[src/rtl/multicycle_ctrl_hs.sv]
// Multicycle RV32I control FSM with handshaked instruction/data memory and a sticky trap.
// Optional performance counters are built when PERF_CNT_EN is defined.
module multicycle_ctrl_hs #(
  parameter int MEM_TIMEOUT = 16
`ifdef PERF_CNT_EN
  , parameter int CNT_W = 32
`endif
) (
  input  logic        clk,
  input  logic        rst,
  input  logic [31:0] instr,
  input  logic        instr_valid,
  input  logic        dmem_ready,
  input  logic        Zero,
  output logic        PCSrc,
  output logic        ALUSrc,
  output logic        RegWrite,
  output logic        MemToReg,
  output logic [3:0]  ALUCtrl,
  output logic        loadPC,
  output logic        MemRead,
  output logic        MemWrite,
  output logic        trap,
  output logic [1:0]  trap_cause
`ifdef PERF_CNT_EN
  , output logic [CNT_W-1:0] cycle_cnt,
  output logic [CNT_W-1:0] instret_cnt
`endif
);

  typedef enum logic [5:0] {
    S_IF   = 6'b000001,
    S_ID   = 6'b000010,
    S_EX   = 6'b000100,
    S_MEM  = 6'b001000,
    S_WB   = 6'b010000,
    S_TRAP = 6'b100000
  } state_t;

  typedef enum logic [2:0] {C_OP, C_IMM, C_LW, C_SW, C_BR, C_ILL} iclass_t;

  localparam logic [6:0] OPC_OP  = 7'b0110011;
  localparam logic [6:0] OPC_IMM = 7'b0010011;
  localparam logic [6:0] OPC_LW  = 7'b0000011;
  localparam logic [6:0] OPC_SW  = 7'b0100011;
  localparam logic [6:0] OPC_BR  = 7'b1100011;

  localparam logic [3:0] ALU_AND  = 4'b0000;
  localparam logic [3:0] ALU_OR   = 4'b0001;
  localparam logic [3:0] ALU_ADD  = 4'b0010;
  localparam logic [3:0] ALU_SUB  = 4'b0110;
  localparam logic [3:0] ALU_LESS = 4'b0111;
  localparam logic [3:0] ALU_LSR  = 4'b1000;
  localparam logic [3:0] ALU_LSL  = 4'b1001;
  localparam logic [3:0] ALU_ASR  = 4'b1010;
  localparam logic [3:0] ALU_XOR  = 4'b1101;

  localparam int TMO_W = (MEM_TIMEOUT > 1) ? $clog2(MEM_TIMEOUT) : 1;

  state_t           state;
  logic [31:0]      ir;
  logic [TMO_W-1:0] tmo_cnt;

  logic [6:0] opcode;
  logic [2:0] funct3;
  logic [6:0] funct7;
  logic       unused_ir_bits;

  assign opcode         = ir[6:0];
  assign funct3         = ir[14:12];
  assign funct7         = ir[31:25];
  assign unused_ir_bits = ^{ir[24:15], ir[11:7]};

  iclass_t    iclass;
  logic       legal;
  logic [3:0] dec_alu;
  logic       dec_src;

  // NOTE: every always_comb output gets a default first so no path can infer a latch.
  always_comb begin
    iclass  = C_ILL;
    legal   = 1'b0;
    dec_alu = ALU_ADD;
    dec_src = 1'b0;
    unique case (opcode)
      OPC_OP: begin
        iclass = C_OP;
        unique case (funct3)
          3'b000: begin dec_alu = ir[30] ? ALU_SUB : ALU_ADD;
                        legal = (funct7 == 7'b0000000) || (funct7 == 7'b0100000); end
          3'b001: begin dec_alu = ALU_LSL;  legal = (funct7 == 7'b0000000); end
          3'b010: begin dec_alu = ALU_LESS; legal = (funct7 == 7'b0000000); end
          3'b100: begin dec_alu = ALU_XOR;  legal = (funct7 == 7'b0000000); end
          3'b101: begin dec_alu = ir[30] ? ALU_ASR : ALU_LSR;
                        legal = (funct7 == 7'b0000000) || (funct7 == 7'b0100000); end
          3'b110: begin dec_alu = ALU_OR;   legal = (funct7 == 7'b0000000); end
          3'b111: begin dec_alu = ALU_AND;  legal = (funct7 == 7'b0000000); end
          default: legal = 1'b0;
        endcase
      end
      OPC_IMM: begin
        iclass  = C_IMM;
        dec_src = 1'b1;
        unique case (funct3)
          3'b000: begin dec_alu = ALU_ADD;  legal = 1'b1; end
          3'b001: begin dec_alu = ALU_LSL;  legal = (funct7 == 7'b0000000); end
          3'b010: begin dec_alu = ALU_LESS; legal = 1'b1; end
          3'b100: begin dec_alu = ALU_XOR;  legal = 1'b1; end
          3'b101: begin dec_alu = ir[30] ? ALU_ASR : ALU_LSR;
                        legal = (funct7 == 7'b0000000) || (funct7 == 7'b0100000); end
          3'b110: begin dec_alu = ALU_OR;   legal = 1'b1; end
          3'b111: begin dec_alu = ALU_AND;  legal = 1'b1; end
          default: legal = 1'b0;
        endcase
      end
      OPC_LW: begin iclass = C_LW; dec_src = 1'b1; legal = (funct3 == 3'b010); end
      OPC_SW: begin iclass = C_SW; dec_src = 1'b1; legal = (funct3 == 3'b010); end
      OPC_BR: begin iclass = C_BR; dec_alu = ALU_SUB; legal = (funct3[2:1] == 2'b00); end
      default: iclass = C_ILL;
    endcase
  end

  // NOTE: sequential state uses non-blocking assignments only.
  always_ff @(posedge clk or posedge rst) begin
    if (rst) begin
      state      <= S_IF;
      ir         <= '0;
      tmo_cnt    <= '0;
      trap_cause <= 2'b00;
    end else begin
      unique case (state)
        S_IF: if (instr_valid) begin
          ir    <= instr;
          state <= S_ID;
        end
        S_ID: if (legal) state <= S_EX;
        else begin
          state      <= S_TRAP;
          trap_cause <= 2'b01;
        end
        S_EX: begin
          tmo_cnt <= '0;
          state   <= (iclass == C_LW || iclass == C_SW) ? S_MEM : S_WB;
        end
        S_MEM: begin
          if (dmem_ready) state <= S_WB;
          else if (MEM_TIMEOUT != 0 && tmo_cnt == TMO_W'(MEM_TIMEOUT - 1)) begin
            state      <= S_TRAP;
            trap_cause <= 2'b10;
          end else tmo_cnt <= tmo_cnt + 1'b1;
        end
        S_WB:    state <= S_IF;
        S_TRAP:  state <= S_TRAP;
        default: state <= S_TRAP;
      endcase
    end
  end

  // Outputs depend only on registered state and ir (plus Zero in WB), so reset clears them at once.
  always_comb begin
    logic busy;
    busy     = (state == S_ID) || (state == S_EX) || (state == S_MEM) || (state == S_WB);
    ALUSrc   = busy && dec_src;
    ALUCtrl  = busy ? dec_alu : 4'b0000;
    loadPC   = (state == S_WB);
    RegWrite = (state == S_WB) && (iclass == C_OP || iclass == C_IMM || iclass == C_LW);
    MemToReg = (state == S_WB) && (iclass == C_LW);
    PCSrc    = (state == S_WB) && (iclass == C_BR) && (funct3[0] ? ~Zero : Zero);
    MemRead  = (state == S_MEM) && (iclass == C_LW);
    MemWrite = (state == S_MEM) && (iclass == C_SW);
    trap     = (state == S_TRAP);
  end

`ifdef PERF_CNT_EN
  always_ff @(posedge clk or posedge rst) begin
    if (rst) begin
      cycle_cnt   <= '0;
      instret_cnt <= '0;
    end else begin
      if (state != S_TRAP) cycle_cnt   <= cycle_cnt + CNT_W'(1);
      if (state == S_WB)   instret_cnt <= instret_cnt + CNT_W'(1);
    end
  end
`endif

endmodule
[config.mk]
export PLATFORM = sky130hd
export DESIGN_NAME = multicycle_ctrl_hs
export DESIGN_NICKNAME = d
export VERILOG_FILES = /design/src/rtl/multicycle_ctrl_hs.sv
export SDC_FILE = /design/constraint.sdc
export NUM_CORES = 1
export LEC_CHECK = 0
export ABC_AREA = 1
export ABC_CLOCK_PERIOD_IN_PS = 2700
export BUFFER_PORTS_ARGS = -buffer_cell sky130_fd_sc_hd__buf_2
export CAP_MARGIN = 20
export CORE_ASPECT_RATIO = 1.4
export CORE_MARGIN = 2
export CORE_UTILIZATION = 50
export DETAILED_ROUTE_END_ITERATION = 16
export GPL_ROUTABILITY_DRIVEN = 0
export PLACE_DENSITY_LB_ADDON = 0.05
export SETUP_SLACK_MARGIN = 0.5
export SYNTH_ARGS = -nofsm -noshare
export SYNTH_HDL_FRONTEND = slang
export SYNTH_SLANG_ARGS = --single-unit
[constraint.sdc]
create_clock -name clk -period 2.7 [get_ports clk]
set_input_delay 0.27 -clock clk [delete_from_list [all_inputs] [get_ports clk]]
set_output_delay 0.27 -clock clk [all_outputs]
set_load 0.005 [all_outputs]
=== Yosys cells after proc, flatten, opt, wreduce, memory -nomap -nowiden ===
Index checks and enable logic that the tools add are counted.

* Output and inout bits: 14
* Register bits after elaboration: 44
* Bits of input ports: 37

* Eq/ne operators: 29
* Multiplexer cells: 25
* Bitwise gates (word level): 1
* Reduce and logical (&&, ||, !) cells: 29
* $add $sub $neg: 1

{| class="wikitable"
|+ Operators by type and width
! operator !! count
|-
| $pmux 6 s5 || 1
|-
| $pmux 4 s7 || 1
|-
| $mux 6 || 4
|-
| $pmux 4 s6 || 1
|-
| $eq 7x6->1 const B || 3
|-
| $eq 3x3->1 const B || 5
|-
| $pmux 3 s5 || 1
|-
| $mux 4 || 3
|-
| $pmux 4 s3 || 1
|-
| $ne 2x2->1 const B || 5
|-
| $reduce_or 5->1 || 2
|-
| $eq 3x2->1 const B || 3
|-
| $mux 2 || 4
|-
| $pmux 4 s2 || 1
|-
| $eq 7x2->1 const B || 1
|-
| $eq 7x5->1 const B || 1
|-
| $eq 7x7->1 const B || 1
|-
| $logic_and 1x1->1 || 7
|-
| $logic_not 7->1 || 1
|-
| $logic_or 1x1->1 || 7
|-
| $eq 3x1->1 const B || 2
|-
| $eq 6x1->1 const B || 1
|-
| $eq 6x2->1 const B || 1
|-
| $eq 6x3->1 const B || 1
|-
| 22 further kinds || 27
|}

=== Logic depth before layout (Yosys ltp) ===
* Word-level depth: 6
* Mapped depth: 12
* Gate-level depth less buffers: 12

=== Worst setup path after synthesis ===
OpenSTA, ideal clock, no wires.

* Kind: reg2out
* Start point: register state[3]
* End point: output port ALUCtrl[2]
* Data arrival time: 1.303 ns
* Slack: 1.127 ns
* Cell stages (with the launch flop): 10
* Required time: 2.430 ns
* Path buffers: 0
* Path through: dfrtp_1 > nor2_2 > inv_1 > nor2_1 > nand3_2 > inv_2 > o21ai_1 > nor2_1 > nand2_1 > o21ai_0

* Elaborated cells between the ends (all ways): 8
* Classes of those cells: eq/ne (4); mux (1); reduce/logical (3)

{| class="wikitable"
|+ RTL lines
! item !! line !! source
|-
| from (decl) || 60 || <nowiki>state_t state;</nowiki>
|-
| from (signal assigned) || 143 || <nowiki>state <= (iclass == C_LW || iclass == C_SW) ? S_MEM : S_WB;</nowiki>
|-
| $eq 6x5->1 || -- ||
|-
| named net loadPC || 20 || <nowiki>output logic loadPC,</nowiki>
|-
| $logic_or 1x1->1 || 162 || <nowiki>busy = (state == S_ID) || (state == S_EX) || (state == S_MEM) || (state == S_WB);</nowiki>
|-
| $mux 4 || 164 || <nowiki>ALUCtrl = busy ? dec_alu : 4'b0000;</nowiki>
|-
| to (decl) || 19 || <nowiki>output logic [3:0] ALUCtrl,</nowiki>
|}

The timed path passes the listed nets, and every way through them passes these cells.

=== Worst setup path after layout ===
* Start point: register state[3]
* End point: output port ALUCtrl[2]

* Cells in the longest elaborated chain, start to end: 5
* Elaborated cells between the ends (all ways): 8
* Classes of those cells: eq/ne (4); mux (1); reduce/logical (3)

{| class="wikitable"
|+ Ends and longest elaborated chain
! item !! line
|-
| $eq 6x2->1 / $eq 6x3->1 (equally long branches) || 162
|-
| $logic_or 1x1->1 (2 in series) || 162
|-
| $logic_or 1x1->1 * || 162
|-
| $mux 4 * || 164
|}

Mark *: on every way between the ends. The rest lies on a longest branch, timed or not.

==> impl_metrics.py <==
metrics = {
    "critical_path": {
        "critPathMaxStageDelay_ns": 0.44,
        "path_cells": "nor2_4 > inv_1 > nor2_1 > nand3_2 > inv_2 > o21ai_2 > nor2_1 > nand2_1 > o21ai_0 > buf_2",
        "rr_worst_depth": 9,
        "crit-reg2reg-launch": "state[0]",
        "worst-path-max-fanout": 4,
        "cp-start-kind": "register",
        "r2r-end": "ir[30]",
        "crit_end": "ALUCtrl[2]",
        "startpoint": "state[3]",
        "cp-end-kind": "output pin",
        "cp.arrival_ns": 1.76,
        "path_class": "reg2out",
        "r2r_setup_slack_ns": 0.92,
        "required_ns": 2.43,
        "crit_slowest_cell": "dfrtp_1",
        "cp_common_cell": "nor2_1",
    },
    "synthesis": {
        "synth_flop_cell": "dfrtp_1",
        "synth_most_common_cell": "nand2_1",
        "synth-seq-cells": 29,
        "syn_avg_cell_area_sq_um": 7.65,
        "yosysSeqAreaShare_pct": 41.5,
        "async_reset_ff_share_pct": 100,
        "syn_area_sq_um": 1750,
        "yosysTopAreaCell": "dfrtp_1",
        "yosys-top-cells-area": "dfrtp_1 40%, nand2_1 12%, inv_1 7.3%",
        "synth_cells": 229,
        "synth_nets": 267,
        "synth_edf_count": 0,
        "ys_types": 28,
        "ys_warn_count": 0,
        "yosys-top-cells-count": "57 x nand2_1, 34 x inv_1, 28 x dfrtp_1, 24 x nor2_1, 14 x nand3_1",
        "synth_top_cell_area_share_pct": 40.0,
    },
    "flow_run": {
        "cap_violations": 0,
    },
    "die": {
        "num_io_pins": 51,
        "core_sq_um": 3380,
        "fp.dieH_um": 74.1,
        "initial_core_util_pct": 51.9,
        "die_w_um": 54.0,
        "rows": 25,
        "dieArea_sq_um": 4000,
    },
    "clock_network": {
        "cts_tree": "built",
        "htreeDepth": 2,
        "ctsLongestPathBuffers": 2,
        "clock-root-buffer": "clkbuf_8",
        "cts_hold_buf": 0,
        "clk_latency_ns": 0.28,
        "cts.clk_slew.worst_paths_ns": 0.06,
        "cts_buffers": 5,
        "cts.sinks": 29,
    },
    "grt": {
        "grt_pass1_vias": 1433,
        "antenna_found_initial": 0,
        "grt_max_degree": 30,
        "grtUsageTotal_pct": 22.1,
        "grt_pass1_wl_mm": 6.33,
        "overflow": 0,
    },
    "sta": {
        "setup_violations": 0,
        "fin_skew_ns": 0.00349,
        "tightestPinTransition_ns": 0.369,
        "slew_violations": 0,
        "rsz0062_at_grt": "no",
        "min_period_ns": 2.03,
        "hold_viol": 0,
        "setup_ws_ns": 0.668,
        "finalCritPeriodShare_pct": 75.3,
        "clock.fmax_ghz": 0.492,
        "setup_tns_ns": 0,
        "maxSlewHeadroom_pct": 75.4,
    },
    "final_layout": {
        "layout-drive-gt1-share_pct": 29.1,
        "fin_nets": 312,
        "stdcell_area_sq_um": 2090,
        "synthToLayoutAreaGrowth_pct": 19.4,
        "multi_input_area_sq_um": 881,
        "n_fill_cell": 333,
        "seq_area_sq_um": 727,
        "antenna_cells": 0,
        "fin_cells": 315,
    },
    "route": {
        "wl_per_cell_um": 11.9,
        "dr_total_vias": 1585,
        "wl_mm": 3.75,
        "viasPerCell": 5.03,
        "firstDrtPassIters": 4,
        "remaining_drc_errors": 0,
        "drt_iter0_drc": 44,
        "ant_nets": 0,
    },
    "placed_design": {
        "io_buffers": 35,
        "place_area_sq_um": 1960,
        "detailed_place_hpwl_mm": 2.90,
        "place_inst": 303,
        "pre_cts_ws_ns": 0.855,
    },
    "power_and_ir_drop": {
        "max-vdd-ir-drop_v": 0.000415,
        "cellLeakagePower_uw": 0.00108,
        "power_density_nw_per_um2": 421,
        "power_uw": 881,
    },
    "hold_path": {
        "hold_class": "in2async",
    },
    "outcome": {
        "outcome": "complete, no violations",
    },
}
[cell type report]
type	instances	share of cell area, %
Sequential cell	29	34.7
Clock buffer	8	3.83
Tap cell	40	2.39
Multi-Input combinational cell	161	42.1
Timing Repair Buffer	41	10.5
Inverter	36	6.46
[layout by cell type, fill, tap and decap left out, types with 3 or more instances in the layout]
master / n
a21oi_1: 4
buf_2: 35
o21ai_2: 15
nand2_2: 3
buf_4: 6
nand3_1: 14
nor2_1: 23
dfrtp_1: 28
nor4_1: 3
o21ai_0: 11
nand2_1: 56
nor3_1: 6
clkbuf_8: 5
nand4_1: 6
nor2_4: 4
inv_1: 34
nor2_2: 4
clkbuf_1: 3
[metrics by stage]
step | util, % | hold WS [ns]
after detailed placement | 58.0 | 0.360
after CTS | 60.4 | 0.0555
after global routing | 62.0 | 0.0860
after floorplan | - | 0.345
final | 62.0 | 0.0480
after global placement | 58.0 | 0.358
[power by group]
group          switching, uW  internal, uW  leakage [uW]
clock network            157           183     0.0000395
registers               13.9           450      0.000348
logic                   45.8          31.7      0.000694
[worst min-delay path by stage]
stage / startpoint / to / slack [ns] / cells past startpoint
final: rst / tmo_cnt[0] / 0.05 / 3
after global routing: rst / tmo_cnt[1] / 0.09 / 3
after floorplan: rst / ir[0] / 0.35 / 1
after CTS: rst / tmo_cnt[0] / 0.06 / 3
after global placement: rst / tmo_cnt[0] / 0.36 / 3
after detailed placement: rst / tmo_cnt[0] / 0.36 / 3
[cells by family after synthesis]
| group | Yosys count | share of synthesized area (%) |
|---|---|---|
| adders and majority gates | 1 | 0.714 |
| DFF | 29 | 41.5 |
| AOI/OAI and AO/OA | 34 | 13.1 |
| buffers and inverters | 39 | 9.64 |
| and+or+nand+nor | 126 | 35.1 |
[metal layers]
metal	track usage (%)	share of wire, %	routed length [um]	vias to the layer above
met5	0	0	0	-
met4	9.17	1.8	69	0
met3	5.62	4.0	150	7
met2	39.0	54	2030	40
met1	24.6	40	1500	712
li1	-	-	-	826
[critical path: cells and delay by family (launching register included)]
kind                   cells  cell delay, ns
and+or+nand+nor            5            0.59
DFF                        1            0.44
buffers and inverters      3            0.31
AOI/OAI and AO/OA          2            0.15
[flip-flops by register name (all words and copies together) (netlist names)]
| register | count |
|---|---|
| ir | 17 |
| state | 6 |
| tmo_cnt | 4 |
| trap_cause | 2 |
[timing repair]
action,CTS,global route
setup endpoints to repair,0,2
resized for setup,0,8
buffers inserted,0,4
hold endpoints to repair,0,0
Power figures use the tool's default switching activity.
